**src/rtl/sd_pkg.sv**
```systemverilog
// Shared definitions for the self-destruct sequencer.
//   sd_state_t : encoded FSM states (also driven out on the debug state port)
//   LED_ALL_ON : all-ones pattern, sliced to the LED width by users
//   sd_clog2   : ceiling log2 used to size the tick counter
package sd_pkg;

  typedef enum logic [2:0] {
    SAFE      = 3'd0,
    PENDING   = 3'd1,
    COUNTDOWN = 3'd2,
    HOLD      = 3'd3,
    DETONATED = 3'd4
  } sd_state_t;

  localparam logic [63:0] LED_ALL_ON = '1;

  function automatic int sd_clog2(input int value);
    int result;
    result = 0;
    for (int i = 0; i < 31; i++) begin
      if ((1 << i) < value) result = i + 1;
    end
    return result;
  endfunction

endpackage

```
**src/rtl/sd_tick_timer.sv**
```systemverilog
// Tick-gated counter shared by every timed state of the sequencer.
//   clk, reset : clock and synchronous active-low reset
//   tick       : count enable strobe
//   clr        : synchronous clear (asserted on each state change)
//   term       : terminal count; tc fires on the tick that completes it
//   count      : current tick count
//   tc         : combinational terminal-count strobe (tick && count == term-1)
module sd_tick_timer #(
  parameter int CW = 10
) (
  input  logic          clk,
  input  logic          reset,
  input  logic          tick,
  input  logic          clr,
  input  logic [CW-1:0] term,
  output logic [CW-1:0] count,
  output logic          tc
);

  assign tc = tick && (count == (term - CW'(1)));

  // Wrapping on terminal count lets COUNTDOWN reuse the timer step after step
  // without a state change in between.
  always_ff @(posedge clk) begin
    if (!reset) begin
      count <= '0;
    end else if (clr) begin
      count <= '0;
    end else if (tick) begin
      count <= tc ? '0 : count + CW'(1);
    end
  end

endmodule

```
**src/rtl/selfdestruct_sequencer.sv**
```systemverilog
// Self-destruct countdown controller: arming, confirmation, countdown,
// hold, abort and a latched detonate flag.
//   clk, reset : clock and synchronous active-low reset
//   tick       : one-clk 10 ms timebase strobe
//   threat     : registered danger vote (level)
//   in_combat  : combat switch (level); low forces SAFE
//   confirm    : operator confirm pulse
//   abort_req  : operator abort pulse
//   leds       : countdown pattern (registered)
//   blink_en   : high in PENDING and HOLD (registered)
//   state      : encoded FSM state for debug (registered)
//   busy       : high except in SAFE and DETONATED (registered)
//   detonate   : sticky, high only in DETONATED (registered)
module selfdestruct_sequencer
  import sd_pkg::*;
#(
  parameter int STEP_TICKS    = 100,
  parameter int CONFIRM_TICKS = 500,
  parameter int HOLD_TICKS    = 300,
  parameter int LED_W         = 8
) (
  input  logic             clk,
  input  logic             reset,
  input  logic             tick,
  input  logic             threat,
  input  logic             in_combat,
  input  logic             confirm,
  input  logic             abort_req,
  output logic [LED_W-1:0] leds,
  output logic             blink_en,
  output logic [2:0]       state,
  output logic             busy,
  output logic             detonate
);

  localparam int MAX_A = (STEP_TICKS > CONFIRM_TICKS) ? STEP_TICKS : CONFIRM_TICKS;
  localparam int MAX_T = (MAX_A > HOLD_TICKS) ? MAX_A : HOLD_TICKS;
  localparam int CW    = sd_clog2(MAX_T) + 1;
  localparam logic [LED_W-1:0] ALL_ON = LED_ALL_ON[LED_W-1:0];

  sd_state_t        state_q, state_next;
  logic [LED_W-1:0] leds_q, leds_next, leds_shift;
  logic             blink_next, busy_next, detonate_next;
  logic [CW-1:0]    term, tick_cnt;
  logic             tc, timer_clr;

  // A wide confirm/abort pulse is honoured once: the used flag is set when
  // the pulse is acted on and cleared only after the input returns low.
  logic confirm_used, abort_used;
  logic confirm_ev, abort_ev, confirm_take, abort_take;

  assign confirm_ev = confirm && !confirm_used;
  assign abort_ev   = abort_req && !abort_used;
  assign leds_shift = leds_q >> 1;

  always_comb begin
    term = CW'(1);
    case (state_q)
      PENDING:   term = CW'(CONFIRM_TICKS);
      COUNTDOWN: term = CW'(STEP_TICKS);
      HOLD:      term = CW'(HOLD_TICKS);
      default:   term = CW'(1);
    endcase
  end

  sd_tick_timer #(.CW(CW)) u_timer (
    .clk   (clk),
    .reset (reset),
    .tick  (tick),
    .clr   (timer_clr),
    .term  (term),
    .count (tick_cnt),
    .tc    (tc)
  );

  assign timer_clr = (state_next != state_q);

  // State register plus registered outputs
  always_ff @(posedge clk) begin
    if (!reset) begin
      state_q      <= SAFE;
      leds_q       <= ALL_ON;
      blink_en     <= 1'b0;
      busy         <= 1'b0;
      detonate     <= 1'b0;
      confirm_used <= 1'b0;
      abort_used   <= 1'b0;
    end else begin
      state_q      <= state_next;
      leds_q       <= leds_next;
      blink_en     <= blink_next;
      busy         <= busy_next;
      detonate     <= detonate_next;
      confirm_used <= confirm && (confirm_used || confirm_take);
      abort_used   <= abort_req && (abort_used || abort_take);
    end
  end

  // Next-state and LED shift logic
  always_comb begin
    state_next   = state_q;
    leds_next    = leds_q;
    confirm_take = 1'b0;
    abort_take   = 1'b0;
    if (state_q == DETONATED) begin
      state_next = DETONATED;
    end else if (!in_combat) begin
      state_next = SAFE;
    end else if (abort_ev && (state_q != SAFE)) begin
      state_next = SAFE;
      abort_take = 1'b1;
    end else begin
      case (state_q)
        SAFE: begin
          if (threat) state_next = PENDING;
        end
        PENDING: begin
          if (confirm_ev) begin
            state_next   = COUNTDOWN;
            confirm_take = 1'b1;
          end else if (!threat || tc) begin
            state_next = SAFE;
          end
        end
        COUNTDOWN: begin
          // A step on the same edge as threat falling is taken before HOLD.
          if (tc) leds_next = leds_shift;
          if (tc && (leds_shift == '0)) state_next = DETONATED;
          else if (!threat)             state_next = HOLD;
        end
        HOLD: begin
          if (threat)  state_next = COUNTDOWN;
          else if (tc) state_next = SAFE;
        end
        default: state_next = SAFE;
      endcase
    end
    if (state_next == SAFE)      leds_next = ALL_ON;
    if (state_next == DETONATED) leds_next = '0;
  end

  // Output decode from the next state so outputs change with the transition
  always_comb begin
    blink_next    = (state_next == PENDING) || (state_next == HOLD);
    busy_next     = (state_next != SAFE) && (state_next != DETONATED);
    detonate_next = (state_next == DETONATED);
  end

  assign leds  = leds_q;
  assign state = state_q;

endmodule

```
**config.mk**
```make
export PLATFORM = sky130hd
export DESIGN_NAME = selfdestruct_sequencer
export DESIGN_NICKNAME = d
export VERILOG_FILES = /design/src/rtl/sd_pkg.sv /design/src/rtl/sd_tick_timer.sv /design/src/rtl/selfdestruct_sequencer.sv
export SDC_FILE = /design/constraint.sdc
export NUM_CORES = 1
export LEC_CHECK = 0
export BUFFER_PORTS_ARGS = -buffer_cell sky130_fd_sc_hd__buf_2
export CAP_MARGIN = 40
export CORE_UTILIZATION = 40
export DETAILED_ROUTE_END_ITERATION = 8
export GPL_TIMING_DRIVEN = 0
export SYNTH_ARGS = -nofsm -noshare
export SYNTH_HDL_FRONTEND = slang
export SYNTH_SLANG_ARGS = --single-unit
export TNS_END_PERCENT = 20
```
**constraint.sdc**
```tcl
create_clock -name clk -period 2.4 [get_ports clk]
set_input_delay 0.24 -clock clk [delete_from_list [all_inputs] [get_ports clk]]
set_output_delay 0.24 -clock clk [all_outputs]
set_load 0.01 [all_outputs]
```
Word-level counts from Yosys, hierarchy flattened
Cells that the tools add are included.
{"block": "word_totals", "reg_bits": 26, "inputBits": 7, "out_inout_bits": 14, "elab_cells": 76}
{"block": "op_classes", "add_sub_neg": 2, "n_eq_ne": 12, "n_mux": 28, "bitwise_logic": 1, "reduce_logical": 25}
{"operator": "8-bit 2-to-1 mux", "count": 7}
{"operator": "3-bit 2-to-1 mux", "count": 10}
{"operator": "9-bit one-hot mux with 3 select lines", "count": 1}
{"operator": "3-bit nonzero test", "count": 5}
{"operator": "3-bit one-hot mux with 4 select lines", "count": 1}
{"operator": "10-bit by 1-bit adder with 10-bit output (second input constant)", "count": 1}
{"operator": "10-bit == test", "count": 1}
{"operator": "10-bit 2-to-1 mux", "count": 1}
{"operator": "9-bit by 1-bit subtractor with 10-bit output (second input constant)", "count": 1}
{"operator": "3-bit by 2-bit == test with 1-bit output (second input constant)", "count": 3}
{"operator": "1-bit logical AND", "count": 8}
{"operator": "8-bit zero test", "count": 1}
{"operator": "1-bit 2-to-1 mux", "count": 8}
{"operator": "3-bit by 1-bit == test with 1-bit output (second input constant)", "count": 2}
{"operator": "3-bit == test (second input constant)", "count": 2}
{"operator": "3-bit zero test", "count": 2}
{"operator": "3-bit by 2-bit inequality test with 1-bit output (second input constant)", "count": 2}
{"operator": "5-bit AND reduction", "count": 1}
{"operator": "1-bit logical OR", "count": 4}
{"operator": "1-bit zero test", "count": 3}
{"operator": "3-bit inequality test", "count": 1}
{"operator": "3-bit inequality test (second input constant)", "count": 1}
{"operator": "2-bit OR reduction", "count": 1}
{"operator": "1-bit NOT", "count": 1}

Longest topological paths before layout
{"block": "depth", "word_depth": 15, "ltp_mapped": 9, "depth_no_buf": 6}

Hierarchy
Synthesis repeated with hierarchy kept, for this count alone.
{"block": "unflattened", "hier_cells": 208, "area_unflattened_um2": 1760.4}
{"mod": "sd_tick_timer", "instances": 1, "cells_each": 115, "area_per_inst_um2": 914.6, "seq_area_each_um2": 200.2}
{"mod": "selfdestruct_sequencer", "instances": 1, "cells_each": 93, "area_per_inst_um2": 845.8, "seq_area_each_um2": 320.3}

Worst setup path after synthesis
No wires, ideal clock.
{"block": "synth_timing", "path_type": "reg2reg", "start": "register state_q[0], in the netlist state[0]", "end": "register u_timer.count[1]", "arrival_ns": 1.776, "required_ns": 2.267, "setup_slack_ns": 0.491, "stages_incl_launch_ff": 8, "period_less_slack_ns": 1.909, "path_cell_list": "dfxtp_1 -> buf_6 -> o21ba_2 -> nor4_2 -> a21oi_2 -> or4_4 -> o21ai_1 -> nor3_1"}
{"block": "synth_via", "elab_chain_cells": 14}
{"item": "start: declaration", "line_no": "selfdestruct_sequencer.sv:41", "rtl": "sd_state_t state_q, state_next;"}
{"item": "start signal: assignment", "line_no": "selfdestruct_sequencer.sv:89", "rtl": "state_q <= state_next;"}
{"item": "3-bit by 2-bit == test with 1-bit output / 3-bit by 1-bit == test with 1-bit output (equally long branches)", "line_no": "selfdestruct_sequencer.sv:58, selfdestruct_sequencer.sv:113"}
{"item": "9-bit one-hot mux with 3 select lines", "line_no": "selfdestruct_sequencer.sv:58", "rtl": "case (state_q)"}
{"item": "9-bit by 1-bit subtractor with 10-bit output", "line_no": "sd_tick_timer.sv:20", "rtl": "assign tc = tick && (count == (term - CW'(1)));"}
{"item": "10-bit == test", "line_no": "sd_tick_timer.sv:20"}
{"item": "1-bit logical AND", "line_no": "sd_tick_timer.sv:20"}
{"item": "1-bit logical OR", "line_no": "selfdestruct_sequencer.sv:121", "rtl": "end else if (!threat || tc) begin"}
{"item": "3-bit 2-to-1 mux", "line_no": "selfdestruct_sequencer.sv:121"}
{"item": "3-bit 2-to-1 mux", "line_no": "selfdestruct_sequencer.sv:118", "rtl": "if (confirm_ev) begin"}
{"item": "3-bit one-hot mux with 4 select lines", "line_no": "selfdestruct_sequencer.sv:113", "rtl": "case (state_q)"}
{"item": "3-bit 2-to-1 mux", "line_no": "selfdestruct_sequencer.sv:109", "rtl": "end else if (abort_ev && (state_q != SAFE)) begin"}
{"item": "3-bit 2-to-1 mux", "line_no": "selfdestruct_sequencer.sv:107", "rtl": "end else if (!in_combat) begin"}
{"item": "3-bit 2-to-1 mux", "line_no": "selfdestruct_sequencer.sv:105", "rtl": "if (state_q == DETONATED) begin"}
{"item": "3-bit inequality test", "line_no": "selfdestruct_sequencer.sv:76", "rtl": "assign timer_clr = (state_next != state_q);"}
{"item": "2-bit OR reduction (no source line)"}
{"item": "end signal: assignment", "line_no": "sd_tick_timer.sv:30", "rtl": "count <= tc ? '0 : count + CW'(1);"}
{"item": "end: declaration", "line_no": "sd_tick_timer.sv:16", "rtl": "output logic [CW-1:0] count,"}
Parallel ways exist; a longest one is shown, timed or not.
A chain may end at the register's enable or synchronous reset.

Worst setup path after layout
{"block": "layout_timing", "start": "register state_q[1], in the netlist state[1]", "end": "register leds_q[1], in the netlist leds[1]"}
{"block": "layout_via", "elab_chain_cells": 15}
{"item": "3-bit by 2-bit == test with 1-bit output / 3-bit by 1-bit == test with 1-bit output (equally long branches)", "line_no": "selfdestruct_sequencer.sv:58, selfdestruct_sequencer.sv:113"}
{"item": "9-bit one-hot mux with 3 select lines", "line_no": "selfdestruct_sequencer.sv:58"}
{"item": "9-bit by 1-bit subtractor with 10-bit output", "line_no": "sd_tick_timer.sv:20"}
{"item": "10-bit == test", "line_no": "sd_tick_timer.sv:20"}
{"item": "1-bit logical AND", "line_no": "sd_tick_timer.sv:20"}
{"item": "1-bit logical OR", "line_no": "selfdestruct_sequencer.sv:121"}
{"item": "3-bit 2-to-1 mux", "line_no": "selfdestruct_sequencer.sv:121"}
{"item": "3-bit 2-to-1 mux", "line_no": "selfdestruct_sequencer.sv:118"}
{"item": "3-bit one-hot mux with 4 select lines", "line_no": "selfdestruct_sequencer.sv:113"}
{"item": "3-bit 2-to-1 mux", "line_no": "selfdestruct_sequencer.sv:109"}
{"item": "3-bit 2-to-1 mux", "line_no": "selfdestruct_sequencer.sv:107"}
{"item": "3-bit 2-to-1 mux", "line_no": "selfdestruct_sequencer.sv:105"}
{"item": "3-bit == test / 3-bit zero test (equally long branches)", "line_no": "selfdestruct_sequencer.sv:139, selfdestruct_sequencer.sv:138"}
{"item": "3-bit by 2-bit inequality test with 1-bit output (no source line), or another cell as far along"}
{"item": "5-bit AND reduction (no source line) / 8-bit 2-to-1 mux (equally long branches)"}
{"item": "end signal: assignment", "line_no": "selfdestruct_sequencer.sv:90", "rtl": "leds_q <= leds_next;"}
{"item": "end: declaration", "line_no": "selfdestruct_sequencer.sv:42", "rtl": "logic [LED_W-1:0] leds_q, leds_next, leds_shift;"}
Parallel ways exist; a longest one is shown, timed or not.

==> metrics.cfg <==
[run_status]
outcome = finished clean

[worst_setup_path]
crit_type = flip-flop to flip-flop
required_ns = 2.53
cp_top_family = compound AO/OA/AOI/OAI gates
rr_endpoint = leds[1]
crit_end = leds[1]
regToRegStartpoint = state[1]
cp.arrival_ns = 2.28
ff2ff_path_depth = 7
crit_cells = 7
cp_common_cell = buf_2
crit_start = state[1]
worstSetupEndpointType = flip-flop
slowest_stage = or3b_2
ff2ff_setup_slack_ns = 0.25
path_cells = buf_2 > buf_2 > or3b_2 > a21oi_1 > o21bai_1 > a31oi_2 > a22oi_1
cp_max_fo = 10
max_stage_delay_ns = 0.47
worst-path-buf-inv = 2
startpoint_type = flip-flop

[job]
drv_cap = 0

[timing]
finalHoldViolCount = 0
maxSlewViolCount = 0
setup_ws_ns = 0.252
setup_tns_ns = 0
rsz0062_at_grt = false
max_freq_ghz = 0.466
setup_violations = 0
finalCriticalPeriod_ns = 2.15
fin_skew_ns = 0.00143
slew_headroom = 0.619
worst_pin_slew_ns = 0.566
finalCritPeriodShare = 0.895

[clocking]
clkTransAtPathRegs_ns = 0.08
ctsHoldBuffers = 0
insertion_delay_ns = 0.27
postCtsSetupBuffers = 0
cts_sinks = 26
cts_resized = 0
h-tree-depth = 1
clock_path_buffers = 2
cts_tree = built
tritoncts.num_buffers = 3
cts-root-buf = clkbuf_8

[floorplan]
initial_core_util = 0.437
num_rows = 21
fp.dieW_um = 63.5
core_area_sq_mm = 0.00347
die-height_um = 63.5
io-pin-count = 21
dieArea_sq_mm = 0.00403

[finish]
drive_above_1_share = 0.238
fin_area_sq_mm = 0.00171
fin_nets = 199
seqCellArea_sq_um = 520
utilization = 0.494
area_growth_pct = 13.1
multiInputGateArea_sq_um = 926
n_antenna_cell = 0
num-fill-cells = 360

[power]
power_mw = 0.815
power_density_mw_per_mm2 = 476
vdd_drop_max_v = 0.000216
p_leak_nw = 0.633

[routing]
first_iter_violations = 95
drt-met1-wl_um = 1620
routed_wirelength_um = 3250
dr_wl_met2_um = 1450
drcViolationCount = 0
routed-wl-met3_um = 120
dr.pass1.iters = 4
via_per_inst = 5.49
wl_per_cell_um = 13.8
postRouteAntennaNets = 0
top_layer_used = met4
vias = 1290

[yosys]
netlist_instances = 166
synth_top_family_by_area = simple AND/OR/NAND/NOR gates
synth-warning-count = 0
synth_area_per_cell_sq_um = 9.12
ys_seq_elements = 26
synthXorXnorAreaFrac = 0.0579
synthMuxAreaShare = 0.0529
synth-adder-area-share = 0.0157
synth-simple-area-share = 0.283
synthArstFlopShare = 0
synth_cell_type_count = 51
syn_area_sq_mm = 0.00151
synth_ff_type = dfxtp_1
syn_nets = 174
ys_seq_area_frac = 0.344
synth_edf_count = 0
synth-compound-area-share = 0.202

[placed_design]
dpl.hpwl_um = 2430
placed_area_sq_mm = 0.00167
pre_cts_ws_ns = 0.276
portBuffers = 20
gp_congestion = 0.896

[global_routing]
grt_pass1_vias = 1203
grt_use_total = 0.182
grt_max_degree = 14
grt_pass1_wl_um = 5770
overflow = 0
antenna_found_initial = 0

[worst_hold_path]
hold_class = input port to flip-flop
whs_path_depth = 3

-- layout make-up --
| cell class | instances | share of cell area |
|---|---|---|
| repair buffers | 20 | 0.0584 |
| flip-flops and latches | 26 | 0.304 |
| well taps | 46 | 0.0336 |
| plain buffers | 7 | 0.0307 |
| multi-input cells | 129 | 0.541 |
| inverters | 4 | 0.00877 |
| clock buffers | 3 | 0.0241 |
-- state kept, by name (all words and copies together), names as in the netlist --
name           cells
confirm_used       1
detonate           1
abort_used         1
u_timer.count     10
blink_en           1
busy               1
leds               8
state              3
-- per-layer routing --
| layer | vias up | GRT usage |
|---|---|---|
| li1 | 644 | - |
| met1 | 614 | 0.250 |
| met2 | 28 | 0.279 |
| met3 | 4 | 0.0290 |
| met4 | 0 | 0.0767 |
| met5 | - | 0 |
-- metrics by stage --
stage,std cells,hold WS (ns)
floorplan,166,0.359
global placement,232,0.446
detailed placement,232,0.457
CTS,235,0.195
global route,235,0.198
finish,235,0.200
-- worst min path at each step --
| stage | from | to | slack, ns |
|---|---|---|---|
| floorplan | abort_req | abort_used | 0.36 |
| global placement | abort_used | abort_used | 0.45 |
| detailed placement | abort_used | abort_used | 0.46 |
| CTS | abort_req | abort_used | 0.19 |
| global route | abort_req | abort_used | 0.20 |
| finish | abort_req | abort_used | 0.20 |
-- placed cells by master, fill, tap and decap left out, drive strengths merged, types with 2 or more instances in the layout --
cell type / count
nor2b: 3
a31oi: 3
a22oi: 8
clkbuf: 4
a21oi: 8
a2bb2oi: 2
and3: 3
xor2: 8
buf: 26
dfxtp: 26
nand3b: 2
nor3: 3
nand4: 5
o21ai: 4
and2: 3
nor4: 3
xnor2: 2
inv: 4
a211oi: 2
a221oi: 3
nand2b: 7
nand2: 17
mux2i: 8
nor4b: 2
nor2: 17
nor3b: 2
-- synth_stat cells (2+ instances only) --
library cell  instances  area [sq um]
dfxtp_1              26           521
nand2_1              17          63.8
nor2_1               16          60.1
a22oi_1               8          60.1
mux2i_1               8          80.1
xor2_1                8          70.1
a21oi_1               7          35.0
nand2b_1              7          43.8
inv_1                 4          15.0
nand4_1               4          25.0
a221oi_1              3          26.3
and2_1                3          18.8
and3_1                3          18.8
buf_2                 3          15.0
buf_6                 3          33.8
nor2b_1               3          18.8
nor3_1                3          15.0
a211oi_1              2          15.0
a31oi_1               2          12.5
nand3b_1              2          15.0
o21ai_0               2          10.0
o21ai_1               2          10.0
xnor2_1               2          17.5
-- report_power, final --
part	leakage, nW	switching (mW)	total, mW	internal [mW]
Combinational	0.401	0.0782	0.126	0.0476
Sequential	0.210	0.00639	0.443	0.437
Clock	0.0216	0.133	0.246	0.113
-- cell families after synthesis --
group	Yosys count
simple gates	71
compound gates	38
flops	26
buf+inv	11
xor+xnor	10
mux	8
fa+ha+maj	2
-- worst register-to-register path, cell delays in order, from the launching register on --
cell      delay, ns
dfxtp_1        0.31
buf_2          0.17
buf_2          0.20
or3b_2         0.47
a21oi_1        0.14
o21bai_1       0.15
a31oi_2        0.44
a22oi_1        0.13
Note: power is estimated with default switching activity, not from simulation.
